$ cat config.mk
export PLATFORM = sky130hd
export DESIGN_NAME = ulut_bank
export DESIGN_NICKNAME = d
export VERILOG_FILES = /design/src/rtl/ulut_pkg.sv /design/src/rtl/ulut_cell.sv /design/src/rtl/ulut_bank.sv
export SDC_FILE = /design/constraint.sdc
export NUM_CORES = 1
export LEC_CHECK = 0
export ABC_CLOCK_PERIOD_IN_PS = 10090
export CAP_MARGIN = 5
export CORE_MARGIN = 2
export CORE_UTILIZATION = 45
export CTS_BUF_LIST = sky130_fd_sc_hd__clkbuf_8
export DETAILED_ROUTE_END_ITERATION = 8
export PLACE_DENSITY = 0.59
export SYNTH_ARGS = -nofsm -noshare
export SYNTH_HDL_FRONTEND = slang
export SYNTH_SLANG_ARGS = --single-unit
$ cat constraint.sdc
create_clock -name clk -period 10.09 [get_ports clk]
set_input_delay 1.009 -clock clk [delete_from_list [all_inputs] [get_ports clk]]
set_output_delay 1.009 -clock clk [all_outputs]
set_load 0.1 [all_outputs]
$ cat src/rtl/ulut_pkg.sv
// Shared definitions for the universal-LUT bank: command encodings, chunk geometry.
package ulut_pkg;

    typedef enum logic [1:0] {
        CMD_NOP    = 2'd0,
        CMD_SELECT = 2'd1,
        CMD_WRITE  = 2'd2,
        CMD_COMMIT = 2'd3
    } cfg_cmd_e;

    localparam int unsigned CHUNK_W  = 16;
    localparam int unsigned CH_W     = 8;
    localparam int unsigned TSEL_BIT = 8;

    // Number of CHUNK_W-bit writes needed to fill a table of the given width.
    function automatic int unsigned num_chunks(input int unsigned bits);
        return (bits + CHUNK_W - 1) / CHUNK_W;
    endfunction

endpackage

$ cat src/rtl/ulut_cell.sv
// One universal-gate channel: K pin selectors into the input pool, then a 2^K-entry lookup.
module ulut_cell #(
    parameter int unsigned K    = 4,
    parameter int unsigned IN_W = 16
) (
    input  logic [IN_W-1:0]           in_data,
    input  logic [2**K-1:0]           func,
    input  logic [K*$clog2(IN_W)-1:0] pinmap,
    output logic                      y
);

    localparam int unsigned PW     = $clog2(IN_W);
    localparam int unsigned POOL_W = 2**PW;

    // Pool padded to a power of two so out-of-range selectors land on zero bits.
    logic [POOL_W-1:0] pool;
    logic [K-1:0]      idx;

    assign pool = POOL_W'(in_data);

    always_comb begin
        idx = '0;
        for (int j = 0; j < K; j++) begin
            idx[j] = pool[pinmap[j*PW +: PW]];
        end
    end

    assign y = func[idx];

endmodule

$ cat src/rtl/ulut_bank.sv
// Bank of NUM_LUT universal gates with shadow/active configuration tables.
// Define ULUT_REGOUT_EN to register out (one cycle latency).
module ulut_bank
    import ulut_pkg::*;
#(
    parameter int unsigned NUM_LUT = 4,
    parameter int unsigned K       = 4,
    parameter int unsigned IN_W    = 16
) (
    input  logic               clk,
    input  logic               rst_n,
    input  logic [IN_W-1:0]    in_data,
    input  logic [1:0]         cfg_cmd,
    input  logic [15:0]        cfg_data,
    output logic [NUM_LUT-1:0] out,
    output logic               cfg_err
);

    localparam int unsigned FW       = 2**K;
    localparam int unsigned PW       = $clog2(IN_W);
    localparam int unsigned MW       = K*PW;
    localparam int unsigned F_CHUNKS = num_chunks(FW);
    localparam int unsigned M_CHUNKS = num_chunks(MW);
    localparam int unsigned FPAD     = F_CHUNKS*CHUNK_W;
    localparam int unsigned MPAD     = M_CHUNKS*CHUNK_W;
    localparam int unsigned PTR_W    = 2;

    logic [FW-1:0] shadow_func [NUM_LUT];
    logic [FW-1:0] active_func [NUM_LUT];
    logic [MW-1:0] shadow_map  [NUM_LUT];
    logic [MW-1:0] active_map  [NUM_LUT];

    logic [CH_W-1:0]    sel_ch;
    logic               sel_map;
    logic               sel_valid;
    logic [PTR_W-1:0]   ptr;
    logic [PTR_W-1:0]   last_ptr;
    logic               sel_in_range;
    logic [NUM_LUT-1:0] out_c;
    cfg_cmd_e           cmd;

    assign cmd          = cfg_cmd_e'(cfg_cmd);
    assign sel_in_range = ({1'b0, cfg_data[CH_W-1:0]} < (CH_W+1)'(NUM_LUT));
    assign last_ptr     = sel_map ? PTR_W'(M_CHUNKS-1) : PTR_W'(F_CHUNKS-1);

    // Overlay one chunk onto a table; bits past the table width fall off.
    function automatic logic [FW-1:0] merge_func(input logic [FW-1:0] cur,
                                                 input logic [PTR_W-1:0] p,
                                                 input logic [15:0] d);
        logic [FPAD-1:0] t;
        t = FPAD'(cur);
        t[p*CHUNK_W +: CHUNK_W] = d;
        return t[FW-1:0];
    endfunction

    function automatic logic [MW-1:0] merge_map(input logic [MW-1:0] cur,
                                                input logic [PTR_W-1:0] p,
                                                input logic [15:0] d);
        logic [MPAD-1:0] t;
        t = MPAD'(cur);
        t[p*CHUNK_W +: CHUNK_W] = d;
        return t[MW-1:0];
    endfunction

    always_ff @(posedge clk) begin
        if (!rst_n) begin
            sel_ch    <= '0;
            sel_map   <= 1'b0;
            sel_valid <= 1'b0;
            ptr       <= '0;
            cfg_err   <= 1'b0;
            for (int i = 0; i < NUM_LUT; i++) begin
                shadow_func[i] <= '0;
                active_func[i] <= '0;
                shadow_map[i]  <= '0;
                active_map[i]  <= '0;
            end
        end else begin
            case (cmd)
                CMD_SELECT: begin
                    sel_ch    <= cfg_data[CH_W-1:0];
                    sel_map   <= cfg_data[TSEL_BIT];
                    sel_valid <= sel_in_range;
                    cfg_err   <= !sel_in_range;
                    ptr       <= '0;
                end
                CMD_WRITE: begin
                    if (sel_valid) begin
                        for (int i = 0; i < NUM_LUT; i++) begin
                            if (sel_ch == CH_W'(i)) begin
                                if (sel_map) begin
                                    shadow_map[i] <= merge_map(shadow_map[i], ptr, cfg_data);
                                end else begin
                                    shadow_func[i] <= merge_func(shadow_func[i], ptr, cfg_data);
                                end
                            end
                        end
                        ptr <= (ptr == last_ptr) ? '0 : ptr + 1'b1;
                    end else begin
                        cfg_err <= 1'b1;
                    end
                end
                CMD_COMMIT: begin
                    for (int i = 0; i < NUM_LUT; i++) begin
                        active_func[i] <= shadow_func[i];
                        active_map[i]  <= shadow_map[i];
                    end
                end
                default: ;
            endcase
        end
    end

    for (genvar g = 0; g < NUM_LUT; g++) begin : g_cell
        ulut_cell #(
            .K    (K),
            .IN_W (IN_W)
        ) u_cell (
            .in_data (in_data),
            .func    (active_func[g]),
            .pinmap  (active_map[g]),
            .y       (out_c[g])
        );
    end

`ifdef ULUT_REGOUT_EN
    always_ff @(posedge clk) begin
        if (!rst_n) begin
            out <= '0;
        end else begin
            out <= out_c;
        end
    end
`else
    assign out = out_c;
`endif

endmodule

==> results of run 1 <==
per-stage QoR:
step                      hold WS, ns  setup slack [ns]  std cells  utilization (%)
after global placement          0.446              4.29       1585             47.6
after CTS                       0.461              4.25       1671             50.3
after global routing            0.470              4.11       1671             50.3
after floorplan                 0.436              5.54       1166                -
final                           0.458              4.19       1671             50.3
after detailed placement        0.453              4.28       1585             47.6
cell families after synthesis:
group | synth area share (%)
compound gates | 8.61
simple gates | 18.7
mux | 15.6
flops | 54.3
buf+inv | 2.67
fa+ha+maj | 0.171
how the worst max path moves through the flow:
| stage | startpoint | to | slack (ns) |
|---|---|---|---|
| finish | in_data[11] | out[1] | 4.19 |
| global placement | in_data[9] | out[2] | 4.29 |
| CTS | in_data[11] | out[2] | 4.25 |
| floorplan | cfg_cmd[1] | active_func[0][0] | 5.54 |
| global route | in_data[6] | out[1] | 4.11 |
| detailed placement | in_data[11] | out[3] | 4.28 |
metal layers:
layer | track usage (%) | share of wire, % | up-vias
li1 | - | - | 4408
met1 | 30.2 | 44 | 4618
met2 | 36.4 | 48 | 288
met3 | 3.48 | 6.2 | 52
met4 | 5.28 | 1.9 | 0
met5 | 0 | 0 | -
cells in the mapped netlist (5+ instances only):
cell and instances:
a2bb2oi_1 5, nor2_1 15, buf_4 5, inv_1 12, nor2b_1 50, nand2_1 71, a22o_1 9, mux4_2 12
mux2i_1 56, buf_2 18, a32oi_1 8, mux4_1 40, o21ai_0 8, dfxtp_1 13, nor3b_1 9, edfxtp_1 256
nand3b_1 5, nand4_1 16, mux2_1 11, and2_1 134, clkbuf_1 48, mux2_2 17, nand2b_1 132, a21oi_1 152
state kept, by name, indices dropped and copies added (netlist names), 2 cells and up:
name and flops:
active_func 64, shadow_func 64, sel_ch 8, ptr 2
active_map 64, shadow_map 64
area by class of cell:
type,count,share of cell area (%)
Clock inverter,39,1.32
Clock buffer,47,3.99
Tap cell,442,3.41
Inverter,12,0.278
Multi-Input combinational cell,810,39.0
Timing Repair Buffer,52,3.02
Sequential cell,269,49.0
power by group:
| part | total [mW] | internal (mW) | switching, mW |
|---|---|---|---|
| Sequential | 1.32 | 1.27 | 0.0412 |
| Combinational | 0.345 | 0.136 | 0.209 |
| Clock | 0.925 | 0.485 | 0.440 |
critical path, cell delays in order:
cell and delay [ns]:
clkdlybuf4s50_1 0.80, mux4_1 0.73, nand3b_1 0.21, o31ai_2 0.10, nor2_2 0.12, mux2i_1 0.14
a22o_1 0.26, a221oi_2 0.32, clkdlybuf4s50_1 1.20
==> flow_summary.toml, run 1 <==
[synth]
synth_area_leader_cell = "edfxtp_1"
async_reset_ff_share_pct = 0
synth_ff_type = "edfxtp_1"
synthesis.instances = 1166
synth_area_mm2 = 0.0146
synth.top_cell.area_share_pct = 52.5
ys.warnings.count = 0
synth.area.top_cells = "edfxtp_1 (52%), mux4_1 (7.2%), and2_1 (5.7%)"
seq_area_frac_synth_pct = 54.3
synth_edf_count = 256
syn_avg_cell_area_um2 = 12.6
ys_ff_latch = 269
syn_nets = 1204
synth_cell_types = 46

[timing]
max_freq_ghz = 0.169
drv_slew = 0
worst-slew-pin-transition_ns = 1.12
fin_skew_ns = 0.0118
hold_viol = 0
grt_setup_unrepaired = "false"
period_share_pct = 58.5
setup_violations = 0
fin_crit_ns = 5.90
slew_headroom_pct = 25.7
tns_ns = 0

[final_layout]
antenna_cells = 0
fin_nets = 1230
final-seq-area_mm2 = 0.00795
drive_gt1_share_pct = 10.2
fill_cells = 2853
final_area_mm2 = 0.0162
final_common_cell = "edfxtp_1"
multi_input_area_mm2 = 0.00633
most-common-layout-cells = "edfxtp_1 (256), a21oi_1 (152), and2_1 (134), nand2b_1 (132), nand2_1 (70)"
synthToLayoutAreaGrowth_pct = 10.8

[detailed_routing]
postRouteAntennaNets = 0
drtPass1Iterations = 5
drc_errors = 0
drt-initial-drc-count = 572
wl_per_cell_um = 22.0
routed_wl_um = 36700
viasPerCell = 5.61
dr_total_vias = 9366

[worst_setup_path]
critPathRequiredTime_ns = 9.08
r2r_cells = 7
worst-path-max-fanout = 16
start_kind = "primary input"
crit_type = "primary input to output port"
cp.arrival_ns = 4.90
timing.rr.start = "sel_ch[2]"
critPathCaptureType = "output port"
rrSetupSlack_ns = 7.05
worstReg2RegEnd = "shadow_func[3][6]"

[cts]
cts_buffer_depth = 3
clock_latency_ns = 0.56
cts_buffers = 47
clkSinkCount = 269
cts_tree = "yes"
post-cts-setup-buffers = 0
cts-resized-gates = 0
cts_hold_buf = 0
cts_max_level = 2
clk_pin_slew_worst_paths_ns = 0.06
cts_root_buf = "clkbuf_8"

[worst_hold_path]
hp-class = "flop to flop"
hp-start = "sel_ch[5]"
whs_path_depth = 2
whs_endpoint = "sel_ch[5]"

[grt]
overflow = 0
grt_pass1_wl_um = 55700
grt_max_degree = 129
grt_pass1_vias = 9168
grt_usage_pct = 21.9
antenna_found_initial = 0

[floorplan]
dieWidth_um = 184
initial_core_util_pct = 45.4
dieHeight_um = 184
dieArea_mm2 = 0.0340
io_pins = 41
num_rows = 66
core_mm2 = 0.0323

[placement]
io_buffers = 40
hpwl_um = 21600
gp_congestion = 0.781
placed_cell_area_mm2 = 0.0154

[pwr]
ir_worst_vdd_mv = 0.0956
powerDensity_mw_per_mm2 = 159
finalPower_mw = 2.58
p_leak_nw = 5.74

[status]
status = "finished, final reports clean"

[flow_run]
maxCapViolCount = 0
(Power assumes the default switching activity.)
==> run 2: changes to the inputs <==
--- a/config.mk
+++ b/config.mk
@@ -5,7 +5,7 @@
 export SDC_FILE = /design/constraint.sdc
 export NUM_CORES = 1
 export LEC_CHECK = 0
-export ABC_CLOCK_PERIOD_IN_PS = 10090
+export ABC_CLOCK_PERIOD_IN_PS = 6110
 export CAP_MARGIN = 5
 export CORE_MARGIN = 2
 export CORE_UTILIZATION = 45
==> constraint.sdc (replaced) <==
create_clock -name clk -period 6.11 [get_ports clk]
set_input_delay 0.611 -clock clk [delete_from_list [all_inputs] [get_ports clk]]
set_output_delay 0.611 -clock clk [all_outputs]
set_load 0.1 [all_outputs]
==> run 2 against run 1 <==
Global-route usage decreased by 0.19 points. Die area unchanged. Design area about the same. Final cell count decreased by 0.18%. Sequential share of layout area about the same. Clock skew increased by 0.018 ns. Power increased by 66%. Wire length decreased by 0.65%. Setup slack got worse by 2.9 ns. First-iteration DRC count increased by 55%. Register-to-register slack got worse by 3.7 ns.
==> flow_summary.toml, run 2 (same netlist as run 1, synthesis figures left out) <==
[status]
status = "finished, final reports clean"

[cts]
cts_tree = "yes"
clock_latency_ns = 0.55
cts_buffer_depth = 3
cts_hold_buf = 0
cts-resized-gates = 0
cts_root_buf = "clkbuf_8"
clkSinkCount = 269
cts_buffers = 45
clk_pin_slew_worst_paths_ns = 0.06
post-cts-setup-buffers = 0
cts_max_level = 2

[detailed_routing]
wl_per_cell_um = 21.9
drt-initial-drc-count = 889
postRouteAntennaNets = 0
drc_errors = 0
drtPass1Iterations = 5
routed_wl_um = 36500
dr_total_vias = 9263
viasPerCell = 5.55

[pwr]
p_int_mw = 3.17
p_switching_mw = 1.13
powerDensity_mw_per_mm2 = 265
p_leak_nw = 5.74
p_clk_share_pct = 36.0
pwr-share-comb_pct = 13.3
ir_worst_vdd_mv = 0.168
p_sw_share_pct = 26.3
finalPower_mw = 4.30
seqPwrFrac_pct = 50.7

[floorplan]
num_rows = 66
core_mm2 = 0.0323
dieArea_mm2 = 0.0340
dieWidth_um = 184
dieHeight_um = 184
io_pins = 41
initial_core_util_pct = 45.4

[final_layout]
drive_gt1_share_pct = 10.7
final_common_cell = "edfxtp_1"
fin_nets = 1229
synthToLayoutAreaGrowth_pct = 10.9
most-common-layout-cells = "edfxtp_1 (256), a21oi_1 (152), and2_1 (134), nand2b_1 (132), nand2_1 (70)"

[timing]
drv_slew = 0
setup_violations = 0
period_share_pct = 78.7
slew_headroom_pct = 26.1
worst-slew-pin-transition_ns = 1.11
fin_skew_ns = 0.0299
whs_ns = 0.457
tns_ns = 0
hold_viol = 0
max_freq_ghz = 0.208
worst_slack_ns = 1.30
grt_setup_unrepaired = "false"
fin_crit_ns = 4.81

[worst_setup_path]
worst-path-max-fanout = 16
critPathCaptureType = "output port"
crit_type = "primary input to output port"
cp_top_family = "buffers and inverters"
critPathMaxStageDelay_ns = 1.17
crit_top_cell = "clkdlybuf4s50_1"
cp_slowest_cell = "clkdlybuf4s50_1"
cp.arrival_ns = 4.20
critPathRequiredTime_ns = 5.50
cp_cell_sequence = "clkdlybuf4s50_1 -> mux4_1 -> mux4_2 -> and2b_1 -> a221oi_2 -> clkdlybuf4s50_1"
cp.buffers_inverters = 2
start_kind = "primary input"

[grt]
grt_max_degree = 129
grt_usage_pct = 21.7
grt_pass1_wl_um = 55200
grt_pass1_vias = 8896
overflow = 0
antenna_found_initial = 0

[placement]
dp_slack_ns = 1.30
hpwl_um = 23000
io_buffers = 40
gp_congestion = 0.778

[flow_run]
maxCapViolCount = 0

[worst_hold_path]
hp-class = "flop to flop"
==> run 2: per-layer routing <==
metal  track usage (%)  share of wire [%]
met5                 0                  0
met4              5.95                2.1
met3              3.14                5.3
met2              32.8                 45
met1              32.7                 48
==> run 2: power by group through the flow <==
stage / Sequential, mW / Combinational, mW / Clock, mW
detailed placement: 2.21 / 0.573 / 0
floorplan: 2.19 / 0.428 / 0
global route: 2.19 / 0.611 / 1.66
global placement: 2.21 / 0.572 / 0
CTS: 2.18 / 0.577 / 1.58
finish: 2.18 / 0.572 / 1.55
==> run 2: stage by stage <==
stage / utilization, % / instance area [um2] / cells
after CTS: 50.3 / 16200 / 1667
after global placement: 47.6 / 15400 / 1586
after floorplan: - / 14600 / 1166
final: 50.3 / 16200 / 1668
after detailed placement: 47.6 / 15400 / 1586
after global routing: 50.3 / 16200 / 1667
==> run 2: area by class of cell <==
type                    instances  area (um2)
clock buffers                  47         647
flip-flops and latches        269        7950
multi-input cells             810        6330
well taps                     442         553
inverters                      12        45.0
clock inverters                34         218
fillers                      2892       16100
repair buffers                 53         490
diodes                          1        2.50
==> run 2: final timing paths <==
path	cells past startpoint	slack [ns]	end	startpoint
worst max-delay path	6	1.30	out[0]	in_data[2]
worst min-delay path	2	0.46	sel_ch[5]	sel_ch[5]
worst max register to register	7	3.31	shadow_map[3][9]	sel_ch[2]
worst min register to register	2	0.46	sel_ch[5]	sel_ch[5]
==> run 2: tightest hold or removal path: stages, from the launching register on <==
cell and delay, ns:
dfxtp_1 0.31, nand2_1 0.05, a21oi_1 0.05
==> run 3: changes to the inputs <==
--- a/config.mk
+++ b/config.mk
@@ -5,7 +5,7 @@
 export SDC_FILE = /design/constraint.sdc
 export NUM_CORES = 1
 export LEC_CHECK = 0
-export ABC_CLOCK_PERIOD_IN_PS = 6110
+export ABC_CLOCK_PERIOD_IN_PS = 4600
 export CAP_MARGIN = 5
 export CORE_MARGIN = 2
 export CORE_UTILIZATION = 45
==> constraint.sdc (replaced) <==
create_clock -name clk -period 4.6 [get_ports clk]
set_input_delay 0.46 -clock clk [delete_from_list [all_inputs] [get_ports clk]]
set_output_delay 0.46 -clock clk [all_outputs]
set_load 0.1 [all_outputs]
==> run 3 against run 2 <==
Via count up 1.7%. Design area grew 0.15%. Flip-flop and latch count unchanged. Die area unchanged. Clock skew is 0.0083 ns lower. Global-route usage grew 0.49 points. Critical path type unchanged. Power grew 30%. Final cell count up 0.12%. Critical endpoint is now out[1].
==> flow_summary.toml, run 3 (same netlist as run 1, synthesis figures left out) <==
[status]
status = "finished, final reports clean"

[timing]
period_share_pct = 87.2
max_freq_ghz = 0.249
hold_viol = 0
slew_headroom_pct = 35.6
drv_slew = 0
worst-slew-pin-transition_ns = 0.963
setup_violations = 0
grt_setup_unrepaired = "false"
tns_ns = 0
fin_crit_ns = 4.01
fin_skew_ns = 0.0215

[floorplan]
core_mm2 = 0.0323
dieArea_mm2 = 0.0340
initial_core_util_pct = 45.4
dieHeight_um = 184
dieWidth_um = 184
num_rows = 66
io_pins = 41

[detailed_routing]
dr_total_vias = 9419
postRouteAntennaNets = 0
wl_per_cell_um = 22.1
viasPerCell = 5.64
routed_wl_um = 37000
drt-initial-drc-count = 831
drtPass1Iterations = 7
drc_errors = 0

[final_layout]
synthToLayoutAreaGrowth_pct = 11.0
antenna_cells = 0
multi_input_area_mm2 = 0.00633
most-common-layout-cells = "edfxtp_1 (256), a21oi_1 (152), and2_1 (134), nand2b_1 (132), nand2_1 (70)"
final-seq-area_mm2 = 0.00795
final_common_cell = "edfxtp_1"
fill_cells = 2842
fin_util_pct = 50.4
fin_nets = 1233
drive_gt1_share_pct = 10.8

[pwr]
pwr-share-comb_pct = 13.9
seqPwrFrac_pct = 51.5
p_switching_mw = 1.51
powerDensity_mw_per_mm2 = 344
ir_worst_vdd_mv = 0.204
p_int_mw = 4.08
p_clk_share_pct = 34.5
p_sw_share_pct = 27.0
p_leak_nw = 5.76

[worst_setup_path]
critPathCaptureType = "output port"
critPathRequiredTime_ns = 4.14
start_kind = "primary input"
cp.buffers_inverters = 2
cp_cell_sequence = "clkdlybuf4s50_1 -> mux4_1 -> nand3b_1 -> o31ai_2 -> nor2_2 -> mux2i_1 -> a22o_1 -> a221oi_2 -> buf_12"
worst-path-max-fanout = 16
critPathMaxStageDelay_ns = 0.89
cp_top_family = "buffers and inverters"
cp.arrival_ns = 3.55
crit_type = "primary input to output port"
cp_slowest_cell = "clkdlybuf4s50_1"

[grt]
antenna_found_initial = 0
grt_pass1_vias = 9170
grt_usage_pct = 22.2
grt_max_degree = 83
overflow = 0
grt_pass1_wl_um = 56100

[cts]
cts_hold_buf = 0
cts_max_level = 2
cts_tree = "yes"
cts_root_buf = "clkbuf_8"
clock_latency_ns = 0.56
post-cts-setup-buffers = 0
cts_buffers = 45
cts_buffer_depth = 3
cts-resized-gates = 0
clk_pin_slew_worst_paths_ns = 0.06
clkSinkCount = 269

[flow_run]
maxCapViolCount = 0

[worst_hold_path]
hp-class = "flop to flop"

[placement]
io_buffers = 40
gp_congestion = 0.818
hpwl_um = 22100
==> run 3: cell types whose count changed in the layout (fill, tap and decap cells not counted) <==
| cell | delta |
|---|---|
| clkbuf_8 | +2 |
| inv_1 | +2 |
| clkinvlp_4 | +1 |
| buf_12 | +5 |
| clkinv_2 | -3 |
| clkdlybuf4s50_1 | -1 |
| bufinv_16 | -3 |
| diode_2 | -1 |
==> run 3: path summary, 6_finish.rpt <==
| kind | startpoint | endpoint | slack, ns | cells after the start |
|---|---|---|---|---|
| worst max-delay path | in_data[9] | out[1] | 0.59 | 9 |
| worst min register to register | sel_ch[5] | sel_ch[5] | 0.46 | 2 |
| worst max register to register | sel_ch[2] | shadow_map[3][13] | 1.73 | 7 |
| worst min-delay path | sel_ch[5] | sel_ch[5] | 0.46 | 2 |
==> run 3: per-stage QoR <==
step	instance area, um2	cells	hold slack, ns	total power, mW	worst slack (ns)
5_1_grt	16300	1670	0.487	5.81	0.455
4_1_cts	16300	1670	0.460	5.64	0.584
6_report	16300	1670	0.459	5.59	0.591
3_5_place_dp	15500	1590	0.452	3.72	0.588
3_3_place_gp	15500	1590	0.445	3.71	0.611
2_1_floorplan	14600	1166	0.436	3.47	0.601
==> run 3: cell type report <==
| class | count | share of cell area, % |
|---|---|---|
| flip-flops and latches | 269 | 48.9 |
| multi-input cells | 810 | 38.9 |
| clock buffers | 49 | 4.15 |
| repair buffers | 57 | 3.57 |
| well taps | 442 | 3.40 |
| clock inverters | 31 | 0.785 |
| inverters | 12 | 0.277 |
==> run 3: worst register-to-register path: stages (launching register included) <==
cell and delay (ns):
dfxtp_1 0.31, nor4_1 0.26, nand3_1 0.13, nor4_1 0.29, nand2_1 0.30, nor2_1 0.41, nand3_1 0.64, a21oi_1 0.35
==> run 3: metal layers <==
layer	routed length [um]	global-route usage, %
met1	16500	31.4
met2	17600	36.3
met3	2220	3.18
met4	631	5.38
met5	0	0
==> run 3: power groups by stage <==
stage | combinational (mW) | sequential [mW] | clock (mW)
after detailed placement | 0.783 | 2.93 | 0
after floorplan | 0.568 | 2.91 | 0
after CTS | 0.785 | 2.88 | 1.98
final | 0.778 | 2.88 | 1.93
after global routing | 0.832 | 2.90 | 2.08
after global placement | 0.777 | 2.93 | 0
